**config.mk**
```make
export PLATFORM = sky130hd
export DESIGN_NAME = dds_sample_engine
export DESIGN_NICKNAME = d
export VERILOG_FILES = /design/src/rtl/dds_pkg.sv /design/src/rtl/dds_wave_shaper.sv /design/src/rtl/dds_sample_engine.sv
export SDC_FILE = /design/constraint.sdc
export NUM_CORES = 1
export LEC_CHECK = 0
export CORE_ASPECT_RATIO = 1.75
export CORE_MARGIN = 1.5
export CORE_UTILIZATION = 30
export DETAILED_ROUTE_END_ITERATION = 16
export PLACE_DENSITY = 0.46
export SLEW_MARGIN = 5
export SYNTH_ARGS = -nofsm -noshare
export SYNTH_HDL_FRONTEND = slang
export SYNTH_SLANG_ARGS = --single-unit
```
**constraint.sdc**
```tcl
create_clock -name Fg_CLK -period 2.7 [get_ports Fg_CLK]
set_input_delay 0.405 -clock Fg_CLK [delete_from_list [all_inputs] [get_ports Fg_CLK]]
set_output_delay 0.405 -clock Fg_CLK [all_outputs]
set_load 0.1 [all_outputs]
```
**src/rtl/dds_pkg.sv**
```systemverilog
// Shared encodings and helpers for the DDS sample engine: wave selects, FSM states,
// mode decoding and the DAC midscale code.
package dds_pkg;

  localparam logic [1:0] WAVE_SAW = 2'd0;
  localparam logic [1:0] WAVE_SQR = 2'd1;
  localparam logic [1:0] WAVE_TRI = 2'd2;
  localparam logic [1:0] WAVE_DC  = 2'd3;

  typedef enum logic [1:0] {
    WAIT_READY = 2'd0,
    IDLE       = 2'd1,
    RUN        = 2'd2
  } state_t;

  // Rate modes 1..4 mean the sampling controller is producing strobes.
  function automatic logic mode_running(input logic [2:0] mode);
    return (mode >= 3'd1) && (mode <= 3'd4);
  endfunction

  function automatic int unsigned midscale(input int unsigned width);
    return 32'd1 << (width - 1);
  endfunction

endpackage

```
**src/rtl/dds_wave_shaper.sv**
```systemverilog
// Stage-2 register: shapes the accumulated phase into a DAC code and emits a one-cycle
// valid. A flush forces midscale and suppresses the in-flight sample.
module dds_wave_shaper
  import dds_pkg::*;
#(
  parameter int unsigned DATA_W = 10
) (
  input  logic              Fg_CLK,
  input  logic              Fg_RESETn,
  input  logic [DATA_W-1:0] i_phase,
  input  logic [1:0]        i_sel,
  input  logic              i_valid,
  input  logic              i_flush,
  output logic [DATA_W-1:0] o_data,
  output logic              o_valid
);

  localparam logic [DATA_W-1:0] MIDSCALE = DATA_W'(midscale(DATA_W));

  logic [DATA_W-1:0] w_tri;
  logic [DATA_W-1:0] w_shaped;
  logic [DATA_W-1:0] r_data;
  logic              r_valid;

  // Triangle folds the upper half of the phase back down.
  assign w_tri = {i_phase[DATA_W-2:0], 1'b0};

  always_comb begin
    w_shaped = MIDSCALE;
    unique case (i_sel)
      WAVE_SAW: w_shaped = i_phase;
      WAVE_SQR: w_shaped = i_phase[DATA_W-1] ? '1 : '0;
      WAVE_TRI: w_shaped = i_phase[DATA_W-1] ? ~w_tri : w_tri;
      WAVE_DC:  w_shaped = MIDSCALE;
      default:  w_shaped = MIDSCALE;
    endcase
  end

  always_ff @(posedge Fg_CLK or negedge Fg_RESETn) begin
    if (!Fg_RESETn) begin
      r_data  <= MIDSCALE;
      r_valid <= 1'b0;
    end else if (i_flush) begin
      r_data  <= MIDSCALE;
      r_valid <= 1'b0;
    end else if (i_valid) begin
      r_data  <= w_shaped;
      r_valid <= 1'b1;
    end else begin
      r_valid <= 1'b0;
    end
  end

  assign o_data  = r_data;
  assign o_valid = r_valid;

endmodule

```
**src/rtl/dds_sample_engine.sv**
```systemverilog
// DDS sample engine: FSM gated by the sampling controller, phase accumulator advanced per
// accepted strobe, mode-change tracking, and a shaper stage driving the DAC sample.
module dds_sample_engine
  import dds_pkg::*;
#(
  parameter int unsigned PHASE_W = 16,
  parameter int unsigned DATA_W  = 10
) (
  input  logic               Fg_CLK,
  input  logic               Fg_RESETn,
  input  logic               DDSEnable,
  input  logic               DDSReady,
  input  logic [2:0]         DDSMode,
  input  logic [1:0]         iWaveSel,
  input  logic [PHASE_W-1:0] iTuneWord,
  output logic [DATA_W-1:0]  oDacData,
  output logic               oDacValid,
  output logic               oBusy,
  output logic               oModeChg
);

  state_t             r_state;
  logic [PHASE_W-1:0] r_acc;
  logic [1:0]         r_sel;
  logic               r_s1_valid;
  logic [2:0]         r_prev_mode;
  logic               r_busy;
  logic               r_mode_chg;

  logic w_running;
  logic w_in_run;
  logic w_mode_chg;
  logic w_accept;
  logic w_flush;

  assign w_running  = mode_running(DDSMode);
  assign w_in_run   = (r_state == RUN) && DDSReady;
  assign w_mode_chg = w_in_run && w_running && (DDSMode != r_prev_mode);
  // A coincident mode change wins over the strobe.
  assign w_accept   = w_in_run && w_running && !w_mode_chg && DDSEnable;
  // Losing DDSReady or leaving RUN returns the DAC to midscale and drops in-flight work.
  assign w_flush    = !DDSReady || ((r_state == RUN) && !w_running);

  always_ff @(posedge Fg_CLK or negedge Fg_RESETn) begin
    if (!Fg_RESETn) begin
      r_state     <= WAIT_READY;
      r_acc       <= '0;
      r_sel       <= WAVE_SAW;
      r_s1_valid  <= 1'b0;
      r_prev_mode <= 3'd0;
      r_busy      <= 1'b0;
      r_mode_chg  <= 1'b0;
    end else begin
      r_prev_mode <= DDSMode;
      r_mode_chg  <= w_mode_chg;
      r_s1_valid  <= w_accept;

      if (w_accept) begin
        r_acc <= r_acc + iTuneWord;
        r_sel <= iWaveSel;
      end else if (w_flush || w_mode_chg) begin
        r_acc <= '0;
      end

      if (!DDSReady) begin
        r_state <= WAIT_READY;
        r_busy  <= 1'b0;
      end else begin
        unique case (r_state)
          WAIT_READY: begin
            r_state <= IDLE;
            r_busy  <= 1'b0;
          end
          IDLE: begin
            if (w_running) begin
              r_state <= RUN;
              r_busy  <= 1'b1;
            end
          end
          RUN: begin
            if (!w_running) begin
              r_state <= IDLE;
              r_busy  <= 1'b0;
            end
          end
          default: begin
            r_state <= WAIT_READY;
            r_busy  <= 1'b0;
          end
        endcase
      end
    end
  end

  dds_wave_shaper #(
    .DATA_W (DATA_W)
  ) u_shaper (
    .Fg_CLK    (Fg_CLK),
    .Fg_RESETn (Fg_RESETn),
    .i_phase   (r_acc[PHASE_W-1 -: DATA_W]),
    .i_sel     (r_sel),
    .i_valid   (r_s1_valid),
    .i_flush   (w_flush),
    .o_data    (oDacData),
    .o_valid   (oDacValid)
  );

  assign oBusy    = r_busy;
  assign oModeChg = r_mode_chg;

endmodule

```
==> results of run 1 <==
critical path, stage by stage:
cell             delay, ns
clkdlybuf4s50_1       0.47
ha_1                  0.18
inv_1                 0.06
fa_1                  0.40
nor2b_1               0.25
o31ai_4               0.09
a211oi_1              0.31
a2bb2oi_1             0.23
xor2_1                0.08
a22o_2                0.21
synth_stat cells (2+ instances only):
master	count	area [sq um]
nand3_1	6	30.0
mux2_2	2	22.5
o21a_1	3	22.5
a21o_1	3	22.5
clkbuf_1	8	30.0
a22o_1	7	61.3
xnor2_1	9	78.8
o21bai_1	3	22.5
dfrtp_1	36	901
nand3b_1	2	15.0
nand2_1	15	56.3
or3_1	2	12.5
o21ai_0	18	90.1
o211ai_1	2	15.0
inv_1	7	26.3
a211oi_1	11	82.6
buf_2	2	10.0
a21boi_0	2	15.0
a22o_2	4	40.0
ha_1	15	188
a21oi_1	30	150
nor2_1	22	82.6
xor2_1	3	26.3
and3_1	3	18.8
nor2b_1	16	100
a32o_1	3	30.0
nor3_2	2	20.0
nand2b_1	5	31.3
power groups by stage:
stage / registers (mW) / clock network, mW / logic [mW]
floorplan: 0.589 / 0 / 0.0822
global placement: 0.577 / 0 / 0.170
detailed placement: 0.578 / 0 / 0.171
CTS: 0.568 / 0.620 / 0.171
global route: 0.568 / 0.639 / 0.186
finish: 0.568 / 0.597 / 0.166
flip-flops by register name (all words and copies together) (netlist names):
signal and flops:
oBusy 1, oModeChg 1, r_acc 16, r_prev_mode 3, r_s1_valid 1, r_sel 2
r_state 2, u_shaper.o_data 10, u_shaper.o_valid 1
path summary, 6_finish.rpt:
| check | startpoint | end | slack (ns) |
|---|---|---|---|
| max in group asynchronous | Fg_RESETn | r_acc[14] | 1.91 |
| worst min register to register | u_shaper.o_data[9] | u_shaper.o_data[9] | 0.50 |
| worst min-delay path | Fg_RESETn | oBusy | 0.24 |
| worst max register to register | r_acc[0] | r_acc[12] | 0.43 |
| min in group Fg_CLK | u_shaper.o_data[9] | u_shaper.o_data[9] | 0.50 |
| worst max-delay path | iTuneWord[0] | r_acc[12] | 0.19 |
cell type report:
class                      count  area share
clock buffer                   8      0.0469
inverter                       7     0.00842
multi-input combinational    209       0.467
sequential                    37       0.297
tap                           90      0.0361
timing repair buffer          51       0.144
per-layer routing:
layer | vias up | wire [um] | global-route usage
met3 | 11 | 134 | 0.0287
met5 | - | 0 | 0
li1 | 1064 | - | -
met4 | 0 | 149 | 0.0660
met2 | 31 | 3390 | 0.295
met1 | 961 | 2410 | 0.161
through the flow:
step / area, sq um / instances / setup TNS [ns] / util
after detailed placement: 2970 / 394 / -0.236 / 0.374
after floorplan: 2460 / 264 / 0 / -
after global placement: 2970 / 394 / -0.176 / 0.374
after global routing: 3120 / 402 / 0 / 0.392
after CTS: 3120 / 402 / 0 / 0.392
final: 3120 / 402 / 0 / 0.392
cell families (layout without fill, tap and decap cells):
kind of cell               after synthesis  in the layout  share of synthesized area
buffers and inverters                   18             66                     0.0315
muxes                                    3              3                     0.0132
DFF                                     37             37                      0.377
and+or+nand+nor                         81             81                      0.178
xor gates and xnor gates                12             12                     0.0427
AOI/OAI and AO/OA                       96             96                      0.269
adders and majority gates               17             17                     0.0884
==> metrics.csv, run 1 <==
metric,value,unit
Detailed Route Iter0 Violations,46,
post-route antenna net violation count,0,
TritonCTS clock tree,done,
fin. max-slew vios,0,
Die Ht,123,um
CORE AREA,7960,sq um
post-synth cell types,51,
port bufs,37,
syn_area_per_cell,9.33,sq um
Pre-antenna DRT Iters,6,
ys flop type,dfrtp_1,
nets,352,
sequential power share,0.427,
Worst-Margin Slew,0.880,ns
die area,8780,sq um
Leak Pwr,1.41,nW
Hold Fails Final Rpt,0,
Sw Share,0.244,
cells after synthesis,264,
RSZ-0062 raised after global routing,no,
Crit Path Max Fanout,3,
internal power,1.01,mW
Placement Setup Slack,-0.112,ns
Post-DP HPWL,4560,um
wire per inst,15.1,um
sequential element share of the synthesized area,0.377,
Starting Density,0.309,
Clock Path Buffers,2,
outcome,"complete, no violations",
Vias/cell,5.14,
combinational power share,0.125,
worst-skew pair later-pin latency,0.28,ns
area of the multi-input gates,1460,sq um
final worst path period need,2.51,ns
yosys warns,0,
clock power share,0.448,
HP Class,in2async,
# DRC,0,
hold buffer count at cts,0,
clk_skew,0.00267,ns
reg2reg path depth,9,
maximum vdd ir drop,0.000232,V
Final Cycle Share,0.928,
Ports,38,
Setup WS post-layout,0.193,ns
vias in the first global route,2222,
Yosys reg bits,37,
via count,2067,
worst hold slack,0.243,ns
DRT Wirelength,6090,um
Rows,43,
fmax,399,MHz
Root Driver,clkbuf_16,
number of diodes,0,
Routability Congestion,0.827,
clk slew on worst S/H paths,0.06,ns
H-tree depth,2,
"commonest non-fill, non-tap cell in the layout",dfrtp_1,
total power,1.33,mW
crit path launch type,primary input,
P_sw,324,uW
critical path required time,2.87,ns
number of gates resized after cts,0,
first-pass GRT wire length,10600,um
Storage cell area,927,sq um
crit end category,flop,
pwr dens,426,nW/um^2
proportion of layout cells with a drive suffix above 1,0.157,
maxcap violations,0,
WP data arrival,2.68,ns
most frequent cells in the layout,"36 x dfrtp_1, 30 x a21oi_1, 26 x buf_4",
Synth Cell Area,2460,sq um
area grow syn2layout,26.7,%
setup repair bufs after CTS,0,
count of final setup violators,0,
Slew headroom,0.413,
crit path kind,in2reg,
GRT Overall Usage,0.154,
total grt overflow,0,
Filler cells,824,
ys async rst share,1.00,
Post-Syn Nets,305,
"EDFF count, synth",0,
die span in x,71.5,um
CTS buffer count,5,
initial antenna violation count,0,
clk sinks,37,
largest net degree at the start of global routing,38,
Note: power is estimated with default switching activity, not from simulation.
==> inputs of run 2 (changes only) <==
--- a/config.mk
+++ b/config.mk
@@ -8,6 +8,7 @@
 export CORE_ASPECT_RATIO = 1.75
 export CORE_MARGIN = 1.5
 export CORE_UTILIZATION = 30
+export CTS_CLUSTER_SIZE = 14
 export DETAILED_ROUTE_END_ITERATION = 16
 export PLACE_DENSITY = 0.46
 export SLEW_MARGIN = 5
==> results of run 2 <==
Same layout as run 1: the final DEF is identical, and so are final timing and power.
==> inputs of run 3 (changes only) <==
--- a/config.mk
+++ b/config.mk
@@ -5,9 +5,11 @@
 export SDC_FILE = /design/constraint.sdc
 export NUM_CORES = 1
 export LEC_CHECK = 0
+export CAP_MARGIN = 20
 export CORE_ASPECT_RATIO = 1.75
 export CORE_MARGIN = 1.5
 export CORE_UTILIZATION = 30
+export CTS_CLUSTER_DIAMETER = 150
 export CTS_CLUSTER_SIZE = 14
 export DETAILED_ROUTE_END_ITERATION = 16
 export PLACE_DENSITY = 0.46
==> results of run 3 <==
Same layout as run 1: the final DEF is identical, and so are final timing and power.
==> variant, RTL diff (config.mk and constraints of run 1) <==
Make the reset (`Fg_RESETn`) synchronous in 2 clocked blocks.
--- a/src/rtl/dds_wave_shaper.sv
+++ b/src/rtl/dds_wave_shaper.sv
@@ -36,7 +36,7 @@
     endcase
   end
 
-  always_ff @(posedge Fg_CLK or negedge Fg_RESETn) begin
+  always_ff @(posedge Fg_CLK) begin
     if (!Fg_RESETn) begin
       r_data  <= MIDSCALE;
       r_valid <= 1'b0;
--- a/src/rtl/dds_sample_engine.sv
+++ b/src/rtl/dds_sample_engine.sv
@@ -41,7 +41,7 @@
   // Losing DDSReady or leaving RUN returns the DAC to midscale and drops in-flight work.
   assign w_flush    = !DDSReady || ((r_state == RUN) && !w_running);
 
-  always_ff @(posedge Fg_CLK or negedge Fg_RESETn) begin
+  always_ff @(posedge Fg_CLK) begin
     if (!Fg_RESETn) begin
       r_state     <= WAIT_READY;
       r_acc       <= '0;
Behaviour: differs if Fg_RESETn is asserted again (counterexample within 4 cycles, from zero or initial values and one cycle with Fg_RESETn low); with Fg_RESETn held inactive, the same outputs for 4 cycles.
==> variant against run 1 <==
- power decreased by 5.3%
- critical path type unchanged
- routed wire length decreased by 9.0%
- worst setup slack better by 0.23 ns
- cell area is 8.5% lower
- area after synthesis shrank 10%
- sequential cell count down 1
- worst hold slack improved by 0.21 ns
- maximum frequency is 10% higher
==> variant: results (changes against run 1) <==
| Metric | Value |
|---|---|
| DR vias | 1940 (-6.1%) |
| Root Buffer Master | sky130_fd_sc_hd__clkbuf_16 |
| Horiz. Die Dim | 67.9 um (-5.0%) |
| Maximum level of the CTS H-tree | 2 (unchanged) |
| Overall track demand over capacity in global routing | 0.157 (+0.00241) |
| Half-perimeter wire length after placement | 4190 um (-8.1%) |
| Post-placement cell count | 373 (-5.3%) |
| Number of nets in the synthesized netlist | 292 (-4.3%) |
| Maximum number of pins on one net before global-route repair | 16 (-58%) |
| Routability cong. | 0.830 (+0.35%) |
| Global-route wire length before repair | 9250 um (-12%) |
| Crit Path Max Fanout | 11 (+8) |
| Worst slack, placed | 0.127 ns (+0.239 ns) |
| HP Class | flip-flop to flip-flop |
| Clock tree skew after final layout | 0.00471 ns (+0.00204 ns) |
| Commonest cells post-synth | 36 x sky130_fd_sc_hd__dfxtp_1, 24 x sky130_fd_sc_hd__nand2_1, 19 x sky130_fd_sc_hd__nor2_1 |
| Clock buffer depth | 2 (unchanged) |
| Detailed-route vias per instance | 5.09 (-0.97%) |
| Number of distinct standard cells referenced by the synthesized netlist | 51 (unchanged) |
| Data arrival, critical path | 2.49 ns (-0.19 ns) |
| Sequential share of the synthesized area | 0.326 (-0.0507) |
| Crit-path leading delay family | simple AND/OR/NAND/NOR gates |
| Fraction of final layout cells with drive strength greater than 1 | 0.149 (-0.00790) |
| Number of maximum-capacitance constraint violations | 0 (unchanged) |
| Leakage | 0.00116 uW (-17%) |
| Highest cell delay on the worst timing path | 0.51 ns (+0.04 ns) |
| Synthesized netlist cell count | 251 (-4.9%) |
| Top cells by area in the synthesized netlist | sky130_fd_sc_hd__dfxtp_1 33%, sky130_fd_sc_hd__ha_1 8.5%, sky130_fd_sc_hd__xor2_1 5.9%, sky130_fd_sc_hd__o221a_2 4.6%, sky130_fd_sc_hd__mux2i_1 4.1% |
| Max_slew headroom | 0.577 (+0.163) |
| Synth async-reset ratio | 0 (-1.00) |
| Period minus WS final | 2.27 ns (-0.234 ns) |
| Wire length per cell after detailed routing | 14.5 um (-4.0%) |
| Outcome | complete, no violations |
| Detailed Routing Iterations Pass 1 | 4 (-2) |
| Slowest-stage cell, CP | sky130_fd_sc_hd__or4_1 |
| Vias in the first global route | 1983 (-11%) |
| Maximum ir drop on the vdd rail | 0.224 mV (-3.6%) |
| Count of buffers inserted at the top-level ports | 37 (unchanged) |
| DRC marker count from the first detailed-route iteration | 77 (+67%) |
| Cts bufs inserted | 5 (unchanged) |
| Final #Nets | 335 (-4.8%) |
==> variant: power by group <==
group          internal (uW)  switching, uW
clock network            368            230
registers                535           3.48
logic                   67.5           56.3
==> variant: cell families (layout without fill, tap and decap cells) <==
family,after synthesis,count (layout),synth area share
simple gates,75,75,0.173
compound gates,71,71,0.229
flops,36,36,0.326
xor+xnor,25,25,0.0990
buf+inv,18,62,0.0345
fa+ha+maj,17,17,0.0984
mux,9,9,0.0407
==> variant: routing by layer <==
metal | up-vias | GRT usage | part of all wire | wire length (um)
met5 | - | 0 | 0 | 0
li1 | 993 | - | - | -
met4 | 0 | 0.0680 | 0.020 | 110
met1 | 912 | 0.167 | 0.40 | 2200
met2 | 29 | 0.292 | 0.55 | 3050
met3 | 6 | 0.0279 | 0.031 | 174
==> variant: stage by stage <==
stage	util	area, um^2
2_1_floorplan	-	2210
3_3_place_gp	0.376	2700
3_5_place_dp	0.376	2700
4_1_cts	0.397	2850
5_1_grt	0.397	2850
6_report	0.397	2850
==> variant: layout make-up <==
cell class,instances,area (um^2)
fillers,744,4330
multi-input cells,197,1420
flip-flops and latches,36,721
repair buffers,46,430
clock buffers,7,143
well taps,86,108
inverters,8,30.0
clock inverters,1,7.51
==> variant: final timing paths <==
check | endpoint | cells after the start | slack (ns) | startpoint
worst max-delay path | r_acc[3] | 7 | 0.43 | DDSMode[0]
worst min-delay path | r_acc[4] | 2 | 0.45 | r_acc[4]
worst max register to register | r_acc[15] | 7 | 0.62 | r_acc[11]
worst min register to register | r_acc[4] | 2 | 0.45 | r_acc[4]
==> variant: worst register-to-register path: cells and delay by family, from the launching register on <==
kind                     cells  cell delay, ns
AND/OR/NAND/NOR              2            0.48
adder cells (fa/ha/maj)      1            0.31
AO/OA/AOI/OAI                4            0.79
flip-flops                   1            0.41
